`src/rtl/manchester_frame_rx.sv`:
```
// Frame receive stage: checks length and trailing CRC-8 of decoded byte frames, holds good
// frames in a two-slot ping-pong store and replays their payload as an AXI4-Stream.
module manchester_frame_rx #(
  parameter int unsigned FRAME_SIZE = 6
) (
  input  logic        aclk,
  input  logic        aresetn,
  input  logic [7:0]  decoded_byte,
  input  logic        byte_valid,
  input  logic        tx_end,
  output logic [7:0]  m_axis_tdata,
  output logic        m_axis_tvalid,
  input  logic        m_axis_tready,
  output logic        m_axis_tlast,
  output logic        frame_ok,
  output logic [15:0] crc_err_cnt,
  output logic [15:0] len_err_cnt,
  output logic [15:0] drop_cnt
);

  localparam int unsigned PayLen = FRAME_SIZE - 1;
  localparam int unsigned CntW   = $clog2(FRAME_SIZE + 1);
  localparam int unsigned IdxW   = (PayLen > 1) ? $clog2(PayLen) : 1;

  typedef enum logic [1:0] {StIdle, StRecv, StDiscard} rx_state_e;

  function automatic logic [7:0] crc8_step(input logic [7:0] crc, input logic [7:0] data);
    logic [7:0] c;
    c = crc ^ data;
    for (int i = 0; i < 8; i++) begin
      c = c[7] ? ((c << 1) ^ 8'h07) : (c << 1);
    end
    return c;
  endfunction

  function automatic logic [15:0] sat_inc(input logic [15:0] v);
    return (v == 16'hFFFF) ? v : v + 16'd1;
  endfunction

  // Receive side state
  rx_state_e         state_q;
  logic [CntW-1:0]   wcnt_q;
  logic [7:0]        crc_q;
  logic              drop_pending_q;
  logic              len_pending_q;
  logic              wr_ptr_q;
  logic              frame_ok_q;
  logic [15:0]       crc_err_cnt_q;
  logic [15:0]       len_err_cnt_q;
  logic [15:0]       drop_cnt_q;

  // Slot store and read side state
  logic [7:0]        mem_q [2][PayLen];
  logic [1:0]        slot_full_q;
  logic              rd_ptr_q;
  logic [IdxW-1:0]   rd_cnt_q;
  logic              out_slot_q;
  logic              tvalid_q;
  logic [7:0]        tdata_q;
  logic              tlast_q;

  logic              wr_en;
  logic [IdxW-1:0]   widx;
  logic              commit;
  logic              rd_load;
  logic              rd_last;
  logic              slot_free;

  always_comb begin
    wr_en  = 1'b0;
    widx   = '0;
    commit = 1'b0;
    if (byte_valid) begin
      unique case (state_q)
        StIdle: begin
          wr_en = !slot_full_q[wr_ptr_q];
          widx  = '0;
        end
        StRecv: begin
          wr_en  = (wcnt_q < CntW'(PayLen));
          widx   = IdxW'(wcnt_q);
          commit = tx_end && (wcnt_q == CntW'(PayLen)) && (decoded_byte == crc_q);
        end
        default: ;
      endcase
    end
  end

  always_ff @(posedge aclk) begin
    if (!aresetn) begin
      state_q        <= StIdle;
      wcnt_q         <= '0;
      crc_q          <= '0;
      drop_pending_q <= 1'b0;
      len_pending_q  <= 1'b0;
      wr_ptr_q       <= 1'b0;
      frame_ok_q     <= 1'b0;
      crc_err_cnt_q  <= '0;
      len_err_cnt_q  <= '0;
      drop_cnt_q     <= '0;
    end else begin
      frame_ok_q <= commit;
      if (commit) begin
        wr_ptr_q <= ~wr_ptr_q;
      end
      if (byte_valid) begin
        unique case (state_q)
          StIdle: begin
            if (!slot_full_q[wr_ptr_q]) begin
              // A one-byte frame can never be the right length.
              if (tx_end) begin
                len_err_cnt_q <= sat_inc(len_err_cnt_q);
              end else begin
                state_q <= StRecv;
                wcnt_q  <= CntW'(1);
                crc_q   <= crc8_step(8'h00, decoded_byte);
              end
            end else if (tx_end) begin
              drop_cnt_q <= sat_inc(drop_cnt_q);
            end else begin
              state_q        <= StDiscard;
              drop_pending_q <= 1'b1;
              len_pending_q  <= 1'b0;
            end
          end
          StRecv: begin
            if (tx_end) begin
              state_q <= StIdle;
              if (wcnt_q != CntW'(PayLen)) begin
                len_err_cnt_q <= sat_inc(len_err_cnt_q);
              end else if (decoded_byte != crc_q) begin
                crc_err_cnt_q <= sat_inc(crc_err_cnt_q);
              end
            end else if (wcnt_q == CntW'(FRAME_SIZE)) begin
              state_q        <= StDiscard;
              drop_pending_q <= 1'b0;
              len_pending_q  <= 1'b1;
            end else begin
              wcnt_q <= wcnt_q + CntW'(1);
              if (wcnt_q < CntW'(PayLen)) begin
                crc_q <= crc8_step(crc_q, decoded_byte);
              end
            end
          end
          StDiscard: begin
            if (tx_end) begin
              state_q <= StIdle;
              if (drop_pending_q) begin
                drop_cnt_q <= sat_inc(drop_cnt_q);
              end else if (len_pending_q) begin
                len_err_cnt_q <= sat_inc(len_err_cnt_q);
              end
              drop_pending_q <= 1'b0;
              len_pending_q  <= 1'b0;
            end
          end
          default: state_q <= StIdle;
        endcase
      end
    end
  end

  always_ff @(posedge aclk) begin
    if (wr_en) begin
      mem_q[wr_ptr_q][widx] <= decoded_byte;
    end
  end

  assign rd_load   = !tvalid_q || m_axis_tready;
  assign rd_last   = (rd_cnt_q == IdxW'(PayLen - 1));
  assign slot_free = tvalid_q && m_axis_tready && tlast_q;

  // Commit always targets an empty slot and free always a full one, so they never collide.
  always_ff @(posedge aclk) begin
    if (!aresetn) begin
      slot_full_q <= 2'b00;
    end else begin
      for (int i = 0; i < 2; i++) begin
        if (commit && (wr_ptr_q == 1'(i))) begin
          slot_full_q[i] <= 1'b1;
        end else if (slot_free && (out_slot_q == 1'(i))) begin
          slot_full_q[i] <= 1'b0;
        end
      end
    end
  end

  always_ff @(posedge aclk) begin
    if (!aresetn) begin
      rd_ptr_q   <= 1'b0;
      rd_cnt_q   <= '0;
      out_slot_q <= 1'b0;
      tvalid_q   <= 1'b0;
      tdata_q    <= '0;
      tlast_q    <= 1'b0;
    end else if (rd_load) begin
      if (slot_full_q[rd_ptr_q]) begin
        tvalid_q   <= 1'b1;
        tdata_q    <= mem_q[rd_ptr_q][rd_cnt_q];
        tlast_q    <= rd_last;
        out_slot_q <= rd_ptr_q;
        if (rd_last) begin
          rd_cnt_q <= '0;
          rd_ptr_q <= ~rd_ptr_q;
        end else begin
          rd_cnt_q <= rd_cnt_q + IdxW'(1);
        end
      end else begin
        tvalid_q <= 1'b0;
        tlast_q  <= 1'b0;
      end
    end
  end

  assign m_axis_tdata  = tdata_q;
  assign m_axis_tvalid = tvalid_q;
  assign m_axis_tlast  = tlast_q;
  assign frame_ok      = frame_ok_q;
  assign crc_err_cnt   = crc_err_cnt_q;
  assign len_err_cnt   = len_err_cnt_q;
  assign drop_cnt      = drop_cnt_q;

endmodule

```
`config.mk`:
```
export PLATFORM = sky130hd
export DESIGN_NAME = manchester_frame_rx
export DESIGN_NICKNAME = d
export VERILOG_FILES = /design/src/rtl/manchester_frame_rx.sv
export SDC_FILE = /design/constraint.sdc
export NUM_CORES = 1
export LEC_CHECK = 0
export ABC_AREA = 1
export BUFFER_PORTS_ARGS = -buffer_cell sky130_fd_sc_hd__clkbuf_2
export CAP_MARGIN = 10
export CORE_MARGIN = 2
export CORE_UTILIZATION = 34
export CTS_BUF_LIST = sky130_fd_sc_hd__clkbuf_16
export DETAILED_ROUTE_END_ITERATION = 16
export HOLD_SLACK_MARGIN = 0.15
export MAX_ROUTING_LAYER = met4
export SYNTH_ARGS = -nofsm -noshare
export SYNTH_HDL_FRONTEND = slang
export SYNTH_SLANG_ARGS = --single-unit
```
`constraint.sdc`:
```
create_clock -name aclk -period 5.46 [get_ports aclk]
set_input_delay 0.273 -clock aclk [delete_from_list [all_inputs] [get_ports aclk]]
set_output_delay 0.273 -clock aclk [all_outputs]
set_load 0.05 [all_outputs]
```
# Word-level counts from Yosys, hierarchy flattened
# Memory sizes are Yosys's and may differ from the RTL's. A register that Yosys moved wholly into a read port is not among the register bits.
# Index checks and enable logic that the tools add are counted.
# totals
wordCells,193
n_memories,1
out_inout_bits,59
register_bits,82
ramBits,80
input_bits,13
# classes
n_reduce_logical,27
n_mux,86
n_addsub,5
n_eq_ne,26
n_bitwise,24
n_lt_le_gt_ge,6
# mem_list
memory,words,word_bits,read_ports,rd_ports_with_merged_regs,wr,line_no,source
mem_q,2,40,1,1,1,53,logic [7:0] mem_q [2][PayLen];
# ops
cell,count
16-bit two-way mux,13
3-bit two-way mux,23
8-bit two-way mux,8
"16-bit by 1-bit adder with 16-bit output, second input constant",3
"16-bit equality test, second input constant",3
3-bit inverter,16
16-bit one-hot mux with 3 select lines,1
40-bit two-way mux,1
16-bit one-hot mux with 2 select lines,1
"2-bit != test, second input constant",14
1-bit two-way mux,25
8-bit binary-select mux with 3-bit select,1
8-bit demux with 3-bit select,1
6-bit AND reduction,3
8-bit one-hot mux with 2 select lines,1
7-bit AND reduction,2
2-bit two-way mux,6
"3-bit equality test, second input constant",3
1-bit logical AND,9
9-bit AND reduction,1
8-bit equality test,1
"4-bit greater-or-equal comparator, second input constant",2
8-bit != test,1
3-bit inverter with 4-bit output,2
other kinds (21),33

# Depth between registers and ports, before layout
# depth
ltp_word,21
depth_mapped,13
depth_no_buf,12

# Worst setup path before layout
# Ideal clock, no wire load.
# synth_path
kind,register -> register
startpoint,register state_q[1]
endpoint,memory mem_q[0][16] (netlist name) (enable)
setup_ps,383
t_required_ps,5077
setup_slack_ps,3303
synth_period_minus_slack_ps,2157
path_buffers,1
stages_incl_launch_ff,8
arrival_time_ps,1774
path_cell_list,dfxtp_1 inv_1 ha_1 clkbuf_1 nand2_1 inv_1 nand3_1 nor3_1
# synth_between
elab_chain_cells,9
elab_cells_between_ends,14
classes_between,order compare: 2; eq/ne: 1; mux: 8; bitwise: 1; reduce/logical: 2
# synth_rtl
element,line_no,source
from (decl),41,rx_state_e state_q;
from (signal assigned),91,state_q <= StIdle;
from (signal assigned),114,state_q <= StRecv;
from (signal assigned),121,state_q <= StDiscard;
2-bit by 1-bit equality test with 1-bit output,74,unique case (state_q)
3-bit two-way mux,74,
3-bit two-way mux,73,if (byte_valid) begin
3-bit inverter with 4-bit output (not written as such),165,mem_q[wr_ptr_q][widx] <= decoded_byte;
4-bit greater-or-equal comparator (not written as such) / 4-bit by 1-bit < comparator with 1-bit output (equally long branches),165,
1-bit logical AND (not written as such),165,
8-bit two-way mux (not written as such),165,
8-bit demux with 3-bit select,165,
40-bit two-way mux (not written as such) (*),165,
to (decl),53,
# Mark *: on every way between the ends. The rest lies on a longest branch, timed or not.

# Final worst setup path
# layout_path
startpoint,register state_q[1]
endpoint,register len_err_cnt_q[1] (netlist: len_err_cnt[1])
# layout_between
elab_chain_cells,3
elab_cells_between_ends,13
classes_between,eq/ne: 9; mux: 1; reduce/logical: 3
# layout_rtl
element,line_no,source
2-bit by 1-bit equality test with 1-bit output (tied with other cells),107,unique case (state_q)
2-bit != test (no line) / 3-bit nonzero test (equally long branches),-,
9-bit AND reduction (no line),-,
to (signal assigned),112,len_err_cnt_q <= sat_inc(len_err_cnt_q);
to (signal assigned),130,len_err_cnt_q <= sat_inc(len_err_cnt_q);
to (signal assigned),151,len_err_cnt_q <= sat_inc(len_err_cnt_q);
to (decl),49,logic [15:0] len_err_cnt_q;
# Several ways; a longest one is shown, not always the timed one.
# A chain may end at the register's enable or synchronous reset.

==> metrics.txt <==
internal power 2.00 mW; critical path launch point type flop; port bufs 71; Final Setup Violations 0; Worst Max-Slew Pin Slew 1.13 ns; status complete, no violations; CTS root buf clkbuf_16; Synth cell types 36; vias in the first global route 6,662; dpl hpwl 14,000 um; CTS resizes 0; DIE AREA 25,900 um^2; Tcrit/Tclk final 47.6%; Sw Ratio 28.0%; I/O pin cnt 72; crit-path max FO 17; RePlAce Congestion 0.849; NetSw 0.774 mW; CTS Buf Count 17; Row Count 57; Synth-to-Final Area Change 14.5%; Nets 1,149; largest net degree at the start of global routing 42; setup total negative slack 0 ns; Period minus WS final 2.60 ns; crit path DAT 2.92 ns; final WL 20,500 um; dpl ws 2.81 ns; total grt overflow 0; Seq/Total Area, Yosys 48.5%; Syn Std Cell Area 8370 um^2; sequential share of power 48.0%; Hold Vio Cnt, Final 0; cell count after synthesis 1,057; CP peak stage delay 0.42 ns; vias post-DR 7,102; H-tree Lvls 4; CTS Hold Bufs 1; CTS Buffer Depth 2; Die H 161 um; Via density 4.87; Worst Skew 0.0124 ns; first-pass GRT wire length 34,000 um; CTS clk-pin slew, worst paths 0.07 ns; syn_area_per_cell 7.92 um^2; Slew headroom 24.5%; Highest Clock Rate 0.384 GHz; unrepaired setup endpoints after global routing false; Critical Path End Type flop; CTS tree yes; crit-path cells inv_1 > ha_1 > inv_2 > nor2_1 > nor2_1 > nand2_1 > nor2_2 > nand2_2 > o21ai_0 > nor2_1; WP data required 5.78 ns; WL/cell 14.1 um; pwr dens 289 nW/um^2; Core Region 24,200 um^2; flop2flop setup slack 2.86 ns; initial antenna violation count 0; Seq cells post-synth 163; post-CTS setup buffers 0; CP most frequent cell nor2_1; clk sinks 163; CP Class flop to flop; Worst Hold Class input pin to flop; Worst path slowest cell nor2_2; total power 2.77 mW; starting density of the core 34.5%; clock power share 41.9%; Net Count, Synth 1,085; Peak VDD IR 0.168 mV; DR iter-0 viols 464; yosys warns 0; Pins Over Slew Limit 0; post-detailed-route count of antenna-violating nets 0; max-cap viol count 0; First-pass DRT Iterations 6; Gate power share 10.1%; Die Wd 161 um; fillcell total 2,494; Remaining DRCs 0; All-Layer GR Usage 16.9%; WP buf/inv 2; LEAKAGE 3.73 nW; clk_lat worst skew 0.43 ns; share of cells above drive strength 1 13.8%; number of diodes 0; CP top delay family simple AND/OR/NAND/NOR gates; PnR worst setup slack 2.86 ns
## sequential cells by signal (all words and copies together) (netlist names), 2 cells and up, named ones only
register,count
wcnt_q,3
mem_q,80
crc_err_cnt,16
crc_q,8
m_axis_tdata,8
drop_cnt,16
rd_cnt_q,3
len_err_cnt,16
slot_full_q,2
state_q,2
## through the flow
stage | hold WS (ns) | cell area, um^2 | util [%] | instances
detailed placement | 0.449 | 9010 | 37.1 | 1424
finish | 0.332 | 9590 | 39.5 | 1458
global route | 0.330 | 9590 | 39.5 | 1458
CTS | 0.310 | 9580 | 39.5 | 1457
floorplan | 0.372 | 8370 | - | 1057
global placement | 0.440 | 9010 | 37.1 | 1424
## Yosys cell counts (all sizes together)
cell	n	share of area, %
a211oi	1	0.090
a21oi	85	5.6
a31oi	1	0.075
and2	1	0.075
and3	1	0.075
buf	6	0.73
clkbuf	27	1.2
clkinv	2	0.090
dfxtp	83	20
edfxtp	80	29
ha	15	2.2
inv	82	3.7
nand2	296	14
nand3	76	4.7
nand3b	1	0.090
nand4	12	0.97
nor2	147	7.0
nor3	10	0.79
o211ai	16	1.4
o21ai	79	4.7
xnor2	13	1.4
xor2	23	2.4
## logic make-up after synthesis
logic type | after synthesis | share of synthesized area [%]
buffers and inverters | 117 | 5.77
adders and majority gates | 15 | 2.24
and+or+nand+nor | 544 | 27.8
DFF | 163 | 48.5
xor gates and xnor gates | 36 | 3.77
AOI/OAI and AO/OA | 182 | 11.9
## cells in the final DEF (no fill, tap or decap), types with 17 or more instances in the layout
cell type	count
xor2_1	23
a21oi_1	74
o21ai_0	75
clkbuf_16	17
nand2_1	279
nor2_1	140
clkbuf_2	71
nand3_1	74
edfxtp_1	80
inv_1	74
dfxtp_1	83
## area by class of cell
| class | instances | area (um^2) | share of cell area, % |
|---|---|---|---|
| tap | 324 | 405 | 4.23 |
| clock buffer | 17 | 425 | 4.44 |
| clock inverter | 15 | 141 | 1.47 |
| inverter | 84 | 320 | 3.34 |
| sequential | 163 | 4060 | 42.4 |
| multi-input combinational | 777 | 3820 | 39.9 |
| timing repair buffer | 78 | 408 | 4.25 |
## routing by layer
metal | vias to the layer above | GRT usage [%] | wire length, um
li1 | 3632 | - | -
met1 | 3305 | 21.5 | 9700
met2 | 139 | 27.4 | 9780
met3 | 26 | 2.92 | 770
met4 | 0 | 5.32 | 305
met5 | - | - | 0
## path summary, 6_finish.rpt
check | start | cells after the start | to
worst max-delay path | state_q[1] | 10 | len_err_cnt[1]
worst min-delay path | decoded_byte[2] | 1 | mem_q[1][2]
worst max register to register | state_q[1] | 10 | len_err_cnt[1]
worst min register to register | len_pending_q | 2 | len_pending_q
## power groups by stage
stage               Sequential (mW)  Clock (mW)  Combinational, mW
floorplan                      1.36           0              0.194
global placement               1.36           0              0.277
detailed placement             1.36           0              0.280
CTS                            1.33        1.19              0.282
global route                   1.33        1.24              0.323
finish                         1.33        1.16              0.281
Power figures use the tool's default switching activity.
